--- config.mk ---
export PLATFORM = sky130hd
export DESIGN_NAME = seg7_scan_ctrl_flat
export DESIGN_NICKNAME = d
export VERILOG_FILES = /design/src/rtl/seg7_scan_ctrl_if.sv /design/src/rtl/seg7_scan_ctrl.sv /design/src/flat_wrapper.sv
export SDC_FILE = /design/constraint.sdc
export NUM_CORES = 1
export LEC_CHECK = 0
export BUFFER_PORTS_ARGS = -buffer_cell sky130_fd_sc_hd__buf_2
export CORE_UTILIZATION = 32
export DETAILED_ROUTE_END_ITERATION = 10
export SYNTH_ARGS = -nofsm -noshare
export SYNTH_HDL_FRONTEND = slang
export SYNTH_SLANG_ARGS = --single-unit
--- constraint.sdc ---
create_clock -name clk -period 6.9 [get_ports clk]
set_input_delay 0.69 -clock clk [delete_from_list [all_inputs] [get_ports clk]]
set_output_delay 0.69 -clock clk [all_outputs]
set_load 0.05 [all_outputs]
--- src/rtl/seg7_scan_ctrl_if.sv ---
`default_nettype none
// ============================================================================
// Module   : seg7_scan_ctrl_if
// Brief    : Data/control and pin-side bundle for the 7-segment scan driver.
// Revision : 1.0
// ============================================================================
interface seg7_scan_ctrl_if #(
    parameter int NDIG = 4
);
    logic                load;
    logic [4*NDIG-1:0]   dat;
    logic [NDIG-1:0]     dp;
    logic                blank_lz;
    logic [2:0]          bright;
    logic [7:0]          seg;
    logic [NDIG-1:0]     an;
    logic                frame_done;

    modport master (
        output load, dat, dp, blank_lz, bright,
        input  seg, an, frame_done
    );

    modport slave (
        input  load, dat, dp, blank_lz, bright,
        output seg, an, frame_done
    );
endinterface
`default_nettype wire

--- src/rtl/seg7_scan_ctrl.sv ---
`default_nettype none
// ============================================================================
// Module   : seg7_scan_ctrl
// Brief    : Multiplexed common-anode 7-segment driver with PWM brightness,
//            leading-zero blanking and frame-synchronous double buffering.
// Revision : 1.0
// ============================================================================
module seg7_scan_ctrl #(
    parameter int NDIG        = 4,
    parameter int SCAN_DIV    = 50000,
    parameter int HEX_MODE    = 1,
    parameter int SEG_ACT_LOW = 1,
    parameter int AN_ACT_LOW  = 1
) (
    input  logic             clk,
    input  logic             rst,
    seg7_scan_ctrl_if.slave  bus
);
    localparam int PW = $clog2(SCAN_DIV);
    localparam int DW = $clog2(NDIG);
    localparam logic [7:0]      SEG_OFF = (SEG_ACT_LOW != 0) ? 8'hFF : 8'h00;
    localparam logic [NDIG-1:0] AN_OFF  = (AN_ACT_LOW  != 0) ? {NDIG{1'b1}} : {NDIG{1'b0}};

    logic [PW-1:0]     presc_q, presc_d;
    logic [2:0]        sub_q, sub_d;
    logic [DW-1:0]     dig_q, dig_d;
    logic [4*NDIG-1:0] shd_dat_q, shd_dat_d;
    logic [NDIG-1:0]   shd_dp_q, shd_dp_d;
    logic              pend_q, pend_d;
    logic [4*NDIG-1:0] dsp_dat_q, dsp_dat_d;
    logic [NDIG-1:0]   dsp_dp_q, dsp_dp_d;
    logic [7:0]        seg_q, seg_d;
    logic [NDIG-1:0]   an_q, an_d;

    logic              tick;
    logic              slot_end;
    logic              last_dig;
    logic              frame_end;
    logic [NDIG-1:0]   lz;
    logic              zero_run;
    logic [3:0]        nib;
    logic              dp_bit;
    logic              lz_bit;
    logic              lit;
    logic [7:0]        seg_al;
    logic [NDIG-1:0]   onehot;

    // Active-low a..g pattern; bit 6 = g, bit 0 = a.
    function automatic logic [6:0] decode(input logic [3:0] n);
        logic [6:0] p;
        case (n)
            4'h0: p = 7'h40;
            4'h1: p = 7'h79;
            4'h2: p = 7'h24;
            4'h3: p = 7'h30;
            4'h4: p = 7'h19;
            4'h5: p = 7'h12;
            4'h6: p = 7'h02;
            4'h7: p = 7'h78;
            4'h8: p = 7'h00;
            4'h9: p = 7'h10;
            4'hA: p = 7'h08;
            4'hB: p = 7'h03;
            4'hC: p = 7'h46;
            4'hD: p = 7'h21;
            4'hE: p = 7'h06;
            default: p = 7'h0E;
        endcase
        if (HEX_MODE == 0 && n >= 4'd10) begin
            p = 7'h7F;
        end
        return p;
    endfunction

    always_comb begin
        tick      = (presc_q == PW'(SCAN_DIV - 1));
        slot_end  = tick && (sub_q == 3'd7);
        last_dig  = (dig_q == DW'(NDIG - 1));
        frame_end = slot_end && last_dig;

        presc_d = tick ? '0 : presc_q + 1'b1;
        sub_d   = tick ? sub_q + 3'd1 : sub_q;
        dig_d   = dig_q;
        if (slot_end) begin
            dig_d = last_dig ? '0 : dig_q + 1'b1;
        end
    end

    // A load landing on the boundary cycle goes straight to the display buffer.
    always_comb begin
        shd_dat_d = shd_dat_q;
        shd_dp_d  = shd_dp_q;
        pend_d    = pend_q;
        dsp_dat_d = dsp_dat_q;
        dsp_dp_d  = dsp_dp_q;
        if (bus.load) begin
            shd_dat_d = bus.dat;
            shd_dp_d  = bus.dp;
            pend_d    = 1'b1;
        end
        if (frame_end) begin
            if (bus.load) begin
                dsp_dat_d = bus.dat;
                dsp_dp_d  = bus.dp;
            end else if (pend_q) begin
                dsp_dat_d = shd_dat_q;
                dsp_dp_d  = shd_dp_q;
            end
            pend_d = 1'b0;
        end
    end

    always_comb begin
        lz       = '0;
        zero_run = 1'b1;
        for (int k = NDIG - 1; k >= 0; k--) begin
            zero_run = zero_run && (dsp_dat_q[4*k +: 4] == 4'd0);
            lz[k]    = zero_run && (k != 0);
        end

        nib    = dsp_dat_q[3:0];
        dp_bit = dsp_dp_q[0];
        lz_bit = 1'b0;
        for (int k = 0; k < NDIG; k++) begin
            if (dig_q == DW'(k)) begin
                nib    = dsp_dat_q[4*k +: 4];
                dp_bit = dsp_dp_q[k];
                lz_bit = lz[k];
            end
        end

        lit    = (sub_q <= bus.bright) && !(bus.blank_lz && lz_bit);
        seg_al = {~dp_bit, decode(nib)};
        onehot = '0;
        onehot[dig_q] = 1'b1;

        seg_d = SEG_OFF;
        an_d  = AN_OFF;
        if (lit) begin
            seg_d = (SEG_ACT_LOW != 0) ? seg_al : ~seg_al;
            an_d  = (AN_ACT_LOW  != 0) ? ~onehot : onehot;
        end
    end

    always_ff @(posedge clk or posedge rst) begin
        if (rst) begin
            presc_q   <= '0;
            sub_q     <= '0;
            dig_q     <= '0;
            shd_dat_q <= '0;
            shd_dp_q  <= '0;
            pend_q    <= 1'b0;
            dsp_dat_q <= '0;
            dsp_dp_q  <= '0;
            seg_q     <= SEG_OFF;
            an_q      <= AN_OFF;
        end else begin
            presc_q   <= presc_d;
            sub_q     <= sub_d;
            dig_q     <= dig_d;
            shd_dat_q <= shd_dat_d;
            shd_dp_q  <= shd_dp_d;
            pend_q    <= pend_d;
            dsp_dat_q <= dsp_dat_d;
            dsp_dp_q  <= dsp_dp_d;
            seg_q     <= seg_d;
            an_q      <= an_d;
        end
    end

    assign bus.seg        = seg_q;
    assign bus.an         = an_q;
    assign bus.frame_done = frame_end;

endmodule
`default_nettype wire

--- src/flat_wrapper.sv ---
// flat-port wrapper written by rule: the top's interface ports become plain ports
module seg7_scan_ctrl_flat 
#(
    parameter int NDIG        = 4,
    parameter int SCAN_DIV    = 50000,
    parameter int HEX_MODE    = 1,
    parameter int SEG_ACT_LOW = 1,
    parameter int AN_ACT_LOW  = 1
)
  (clk, rst, bus_load, bus_dat, bus_dp, bus_blank_lz, bus_bright, bus_seg, bus_an, bus_frame_done);
  seg7_scan_ctrl_if #(.NDIG(NDIG)) bus_i ();
  input  logic clk;
  input  logic rst;
  input wire logic [$bits(bus_i.load)-1:0] bus_load;
  input wire logic [$bits(bus_i.dat)-1:0] bus_dat;
  input wire logic [$bits(bus_i.dp)-1:0] bus_dp;
  input wire logic [$bits(bus_i.blank_lz)-1:0] bus_blank_lz;
  input wire logic [$bits(bus_i.bright)-1:0] bus_bright;
  output wire logic [$bits(bus_i.seg)-1:0] bus_seg;
  output wire logic [$bits(bus_i.an)-1:0] bus_an;
  output wire logic [$bits(bus_i.frame_done)-1:0] bus_frame_done;
  assign bus_i.load = bus_load;
  assign bus_i.dat = bus_dat;
  assign bus_i.dp = bus_dp;
  assign bus_i.blank_lz = bus_blank_lz;
  assign bus_i.bright = bus_bright;
  assign bus_seg = bus_i.seg;
  assign bus_an = bus_i.an;
  assign bus_frame_done = bus_i.frame_done;
  seg7_scan_ctrl #(.NDIG(NDIG), .SCAN_DIV(SCAN_DIV), .HEX_MODE(HEX_MODE), .SEG_ACT_LOW(SEG_ACT_LOW), .AN_ACT_LOW(AN_ACT_LOW)) u_core (.clk(clk), .rst(rst), .bus(bus_i));
endmodule
# --- After elaboration in Yosys (flattened, before gate mapping) ---
# Memory sizes are Yosys's and may differ from the RTL's.
# Index checks and enable logic that the tools add are counted.
word_totals:
  memories: 1
  romBits: 112
  output_inout_bits: 13
  word_cells: 59
  reg_bits: 74
op_classes:
  add_sub_neg: 3
  muxes: 21
  n_bitwise: 2
  n_eq_ne: 5
  magnitude_cmp: 3
  n_reduce_logical: 14
mem_list:
  columns: ["name", "depth", "word_bits", "rd", "rd_ports_with_merged_regs", "wr", "line", "text"]
  rows:
  - ["(name not given)", 16, 7, 1, 0, 0, "seg7_scan_ctrl.sv:51", "case (n)"]
op_table:
  columns: ["op", "count"]
  rows:
  - ["$mux 16", 3]
  - ["$mux 4", 6]
  - ["$add 16x1->16 const B", 1]
  - ["$eq 16x16->1 const B", 1]
  - ["$logic_not 4->1", 3]
  - ["$mux 1", 9]
  - ["$mux 8", 1]
  - ["$logic_and 1x1->1", 7]
  - ["$eq 2x2->1 const B", 2]
  - ["$not 4->4", 1]
  - ["$reduce_bool 2->1", 2]
  - ["$add 3x1->3 const B", 1]
  - ["$eq 3x3->1 const B", 1]
  - ["$le 3x3->1", 1]
  - ["$lt 2x3->1 const B", 1]
  - ["$add 2x1->2 const B", 1]
  - ["$demux 1 s2", 1]
  - ["$eq 2x1->1 const B", 1]
  - ["$ge 2x1->1 const B", 1]
  - ["$mux 2", 1]
  - ["$reduce_and 2->1", 1]
  - ["$logic_not 1->1", 1]
  - ["$not 1->1", 1]

# --- Logic depth before layout (Yosys ltp) ---
logic_depth:
  ltp_word: 10
  depth_mapped: 11
  depth_no_buf: 10

# --- Least setup slack after synthesis ---
# OpenSTA, ideal clock, no wires.
synth_timing:
  kind: "register -> register"
  from: "reg u_core.dig_q[0]"
  to: "reg u_core.seg_q[5], in the netlist u_core.bus.seg[5]"
  period_less_slack_ns: 2.362
  required_time_ns: 6.800
  setup_ns: 0.100
  path_slack_ns: 4.538
  path_buffers: 1
  t_arrival_ns: 2.261
  stages_incl_launch_ff: 11
  cell_sequence: "dfrtp_1 > ha_1 > buf_2 > mux2_2 > mux2i_1 > o21ai_0 > inv_1 > ha_1 > mux2_2 > nand2_1 > o211ai_1"
synth_via:
  elab_chain_len: 8
  word_cells_on_any_way: 14
  cone_classes: "3 x eq/ne; 7 x mux; 3 x reduce/logical; 1 x memory"
synth_rtl:
  columns: ["item", "line", "text"]
  rows:
  - ["start: declaration", "seg7_scan_ctrl.sv:26", "logic [DW-1:0] dig_q, dig_d;"]
  - ["start signal: assignment", "seg7_scan_ctrl.sv:160", "dig_q <= dig_d;"]
  - ["parallel branches: the longest is 7 deep, another holds $mem_v2 16x7", null, null]
  - ["$mux 8 *", "seg7_scan_ctrl.sv:139", "if (lit) begin"]
  - ["via u_core.seg_d[5]", "seg7_scan_ctrl.sv:32", "logic [7:0] seg_q, seg_d;"]
  - ["end signal: assignment", "seg7_scan_ctrl.sv:166", "seg_q <= seg_d;"]
  - ["end: declaration", "seg7_scan_ctrl.sv:32", null]
# Mark *: on every way through the listed nets, which the timed path passes.
# A chain may end at the register's enable or synchronous reset.

# --- Final worst setup path ---
layout_timing:
  from: "reg u_core.dig_q[1]"
  to: "reg u_core.seg_q[6], in the netlist u_core.bus.seg[6]"
# The elaborated chain is that of the path after synthesis.

==> summary by stage <==
Run
The tool flagged a number of max-cap violations equal to 0.

Setup path
The worst setup path is of the flop to flop kind. The internal reg-to-reg setup slack is 3.96 ns. The maximum fanout along the worst path is 7. The launch point of the worst reg-to-reg path is u_core.dig_q[1]$_DFFE_PP0N_. The terminus of the critical flop-to-flop path is u_core.bus.seg[6]$_DFF_PP1_. For the worst setup path, the data required time is 7.11 ns. Data on the critical path arrives at its endpoint at 3.15 ns. The depth of the most critical reg-to-reg path is 10.

The worst setup path is launched from a flop. The type of element capturing the critical path is a flop.

Timing
For the final database, setup skew stands at 0.0106 ns. The worst path uses 42.6% of the clock period. The final hold violation count is 0. The final critical-path required period is 2.94 ns. At the pin with the least slew margin, the transition time is 0.995 ns.

After layout, the worst setup slack is 3.96 ns. The final-report max-slew violation count is 0. The setup-violating endpoint count in the final report is 0.

The headroom to the max-slew limit is 33.4%. Setup repair after global routing left no endpoint under its margin. In the final timing run, aggregate negative setup slack is 0 ns. Derived from the worst setup path, the maximum achievable clock frequency is 340 MHz.

Synth
The number of nets handed over by synthesis was 324. During synthesis, Yosys emitted a total of 0 warnings. The mean instance size in the synthesized netlist is 12.7 sq um. The number of instances in the synthesized netlist is 280. The share of the yosys chip area belonging to registers is 52.5%. The number of register bits inferred by synthesis is 74.

By area the synthesized netlist is led by sky130_fd_sc_hd__dfrtp_1 (44%), sky130_fd_sc_hd__dfstp_2 (8.9%), sky130_fd_sc_hd__mux2_2 (8.9%), sky130_fd_sc_hd__mux2_4 (8.5%), sky130_fd_sc_hd__ha_1 (6.0%). The share of Yosys cell area claimed by the top area cell type is 43.7%. The unique cell type count in the Yosys netlist is 37. The cell type with the largest total area after synthesis is sky130_fd_sc_hd__dfrtp_1.

The synthesized cell area is 3550 sq um.

Status
The run finished with clean final reports.

Route
Before antenna repair, the detailed router went through 4 iterations. The average wire length per cell after detail routing is 13.8 um. After detailed routing, the number of vias per cell comes to 4.69.

The highest signal layer in the routed design is met4. The detailed router put a total of 3.30 mm of wire on met1. The final routed DRC violation total is 0. Summed over all nets, wire length on met3 after detailed routing comes to 304 um. The routed layout has 2177 vias. The length of routed met2 wiring is 2.71 mm.

In this run, the number of DRC markers left after iteration 0 of detailed routing was 97. Once detail routing completed, the nets flagged for antenna violations numbered 0. After detailed routing, the total wire length is 6.40 mm.

Clock tree
After clock tree synthesis, the repair step resized 0 gates. In this run the post-CTS setup repair buffer count came out at 0. Clock-pin slew was measured on the worst setup and hold paths at 0.08 ns. The clock reaches the later pin of the worst-skew pair after 0.35 ns. The TritonCTS clock tree is done. Buffers inserted to repair hold after CTS numbered 0.

In this run, CTS created clock tree buffers numbering 9. In this run the number of H-tree levels came out at 3. The number of clock sinks is 74. The maximum clock path buffer count is 2. The cell chosen for the clock root is sky130_fd_sc_hd__clkbuf_8.

Placement
The final HPWL from detailed placement is 4.53 mm. The final RePlAce weighted congestion is 0.803. Buffers placed on the I/O ports in this run total 39. The placement-stage worst setup slack is 3.94 ns.

Final layout
The multi-input combinational cells in the finished layout cover a total of 1550 sq um. In the final layout, the share of cells above drive strength 1 is 36.4%. The sequential cell area in the final layout is 1870 sq um. At the end of the flow, the number of nets in the layout was 363.

Fill cells in the final layout number 1068. The total inserted antenna cells is 0. The area overhead of the layout relative to synthesis is 13.0%.

Min path
Along the worst hold path, the cell count comes to 2. The end point of the worst hold path is u_core.pend_q$_DFFE_PP0P_. In this run the most critical hold path is launched from u_core.pend_q$_DFFE_PP0P_. The tightest min-delay check is of the flop to flop type.

Power and ir drop
The standby leakage power is 1.81 nW. The cell area power density is 196 nW/um^2. VDD sags by at most 0.0000623 V.

GRT
The total overflow reported by the global router is 0. The first global-routing pass estimated 11.1 mm of wire. The via count of the first global-routing pass came to 2226. Across every metal layer, demand over resource in global routing totals 12.6%.

The pin count of the biggest net entering global routing is 75. The initial antenna violation count is 0.

Die
The placeable core area is 10800 sq um. The floorplan step set the die width to 107 um. The overall die area is 11500 sq um. The initial standard-cell utilization of the core is 32.8%. Measured along the y axis, the die boundary spans 107 um.

The number of top-level pins is 40. The row count is 38.
-- layout by cell type (no fill, tap or decap), types with 3 or more instances in the layout --
cell / Yosys / layout
sky130_fd_sc_hd__mux2_2: 28 / 28
sky130_fd_sc_hd__xnor2_1: 9 / 9
sky130_fd_sc_hd__mux2_4: 20 / 20
sky130_fd_sc_hd__xor2_1: 6 / 6
sky130_fd_sc_hd__nor2_1: 18 / 18
sky130_fd_sc_hd__mux2i_1: 8 / 8
sky130_fd_sc_hd__a21oi_1: 3 / 3
sky130_fd_sc_hd__nor3b_1: 3 / 3
sky130_fd_sc_hd__nand4_1: 4 / 4
sky130_fd_sc_hd__o211ai_1: 5 / 5
sky130_fd_sc_hd__nor3_1: 6 / 6
sky130_fd_sc_hd__clkinv_2: 0 / 3
sky130_fd_sc_hd__buf_2: 4 / 40
sky130_fd_sc_hd__inv_1: 13 / 12
sky130_fd_sc_hd__dfrtp_1: 62 / 62
sky130_fd_sc_hd__nand2_1: 17 / 17
sky130_fd_sc_hd__clkbuf_1: 7 / 3
sky130_fd_sc_hd__clkbuf_8: 0 / 10
sky130_fd_sc_hd__dfstp_2: 12 / 12
sky130_fd_sc_hd__o21ai_0: 4 / 4
sky130_fd_sc_hd__nand3_1: 10 / 10
sky130_fd_sc_hd__ha_1: 17 / 17
-- through the flow --
step	instance area (sq um)	instances	utilization, %	power, mW	hold slack [ns]
after floorplan	3550	280	-	0.490	0.458
after global placement	3840	447	35.5	0.507	0.476
after detailed placement	3840	447	35.5	0.508	0.475
after CTS	4010	463	37.0	0.802	0.492
after global routing	4010	464	37.0	0.824	0.514
final	4010	464	37.0	0.786	0.488
-- per-layer routing --
layer  vias up  GRT usage (%)
met4         0           4.70
met2        42           18.3
met1      1071           17.7
li1       1054              -
met5         -              0
met3        10           3.75
-- cell usage after synthesis, drive strengths merged --
master,count
nor2b,2
nand2b,1
nor3b,3
or2,1
dfrtp,62
inv,13
xor2,6
dfstp,12
buf,6
clkbuf,7
o211ai,5
a221o,1
or4,1
mux2i,8
xnor2,9
ha,17
mux2,48
nand2,17
nand3,10
a21oi,3
a32oi,1
nor3,7
a221oi,2
a31oi,1
and4,2
o21bai,1
nand4,4
nor2,18
o31ai,1
nor4,2
o221ai,2
and3,2
and4b,1
o21ai,4
-- kinds of logic (layout without fill, tap and decap cells) --
logic type / after synthesis / in the layout / share of synthesized area, %
flip-flops: 74 / 74 / 52.5
buffers and inverters: 26 / 70 / 3.80
multiplexers: 56 / 56 / 19.6
XOR/XNOR: 15 / 15 / 3.70
AO/OA/AOI/OAI: 21 / 21 / 4.16
adder cells (fa/ha/maj): 17 / 17 / 5.99
AND/OR/NAND/NOR: 71 / 71 / 10.2
-- worst max-delay path by stage --
stage	start	slack, ns	cells past startpoint	endpoint
after floorplan	rst	4.35	1	u_core.dig_q[0]$_DFFE_PP0N_
after global placement	u_core.dig_q[1]$_DFFE_PP0N_	4.07	10	u_core.bus.seg[6]$_DFF_PP1_
after detailed placement	u_core.dig_q[1]$_DFFE_PP0N_	3.94	10	u_core.bus.seg[5]$_DFF_PP1_
after CTS	u_core.dig_q[1]$_DFFE_PP0N_	3.91	10	u_core.bus.seg[5]$_DFF_PP1_
after global routing	u_core.dig_q[1]$_DFFE_PP0N_	3.71	10	u_core.bus.seg[6]$_DFF_PP1_
final	u_core.dig_q[1]$_DFFE_PP0N_	3.96	10	u_core.bus.seg[6]$_DFF_PP1_
-- power by group --
group          internal, mW  switching [mW]  leakage (nW)
registers             0.448         0.00287         0.926
clock network         0.139           0.149        0.0872
logic                0.0191          0.0277         0.798
total                 0.606           0.180          1.81
-- flip-flops by register name (all words and copies together) (netlist names) --
| register | flops |
|---|---|
| u_core.dig_q | 2 |
| u_core.bus.seg | 8 |
| u_core.shd_dat_q | 16 |
| u_core.pend_q | 1 |
| u_core.bus.an | 4 |
| u_core.dsp_dat_q | 16 |
| u_core.sub_q | 3 |
| u_core.dsp_dp_q | 4 |
| u_core.presc_q | 16 |
| u_core.shd_dp_q | 4 |
-- cell type report --
cell class	count	share of cell area, %
repair buffers	41	5.17
clock buffers	13	3.71
flip-flops and latches	74	46.5
well taps	140	4.36
multi-input cells	180	38.7
clock inverters	3	0.374
inverters	13	1.22
-- worst max-delay path: stages (launching register included) --
cell,delay [ns]
sky130_fd_sc_hd__dfrtp_1,0.41
sky130_fd_sc_hd__inv_1,0.09
sky130_fd_sc_hd__ha_1,0.35
sky130_fd_sc_hd__mux2_2,0.24
sky130_fd_sc_hd__mux2i_1,0.06
sky130_fd_sc_hd__o21ai_0,0.68
sky130_fd_sc_hd__inv_1,0.25
sky130_fd_sc_hd__ha_1,0.27
sky130_fd_sc_hd__mux2_2,0.26
sky130_fd_sc_hd__nand2_1,0.08
sky130_fd_sc_hd__o211ai_1,0.11
Note: power is estimated with default switching activity, not from simulation.
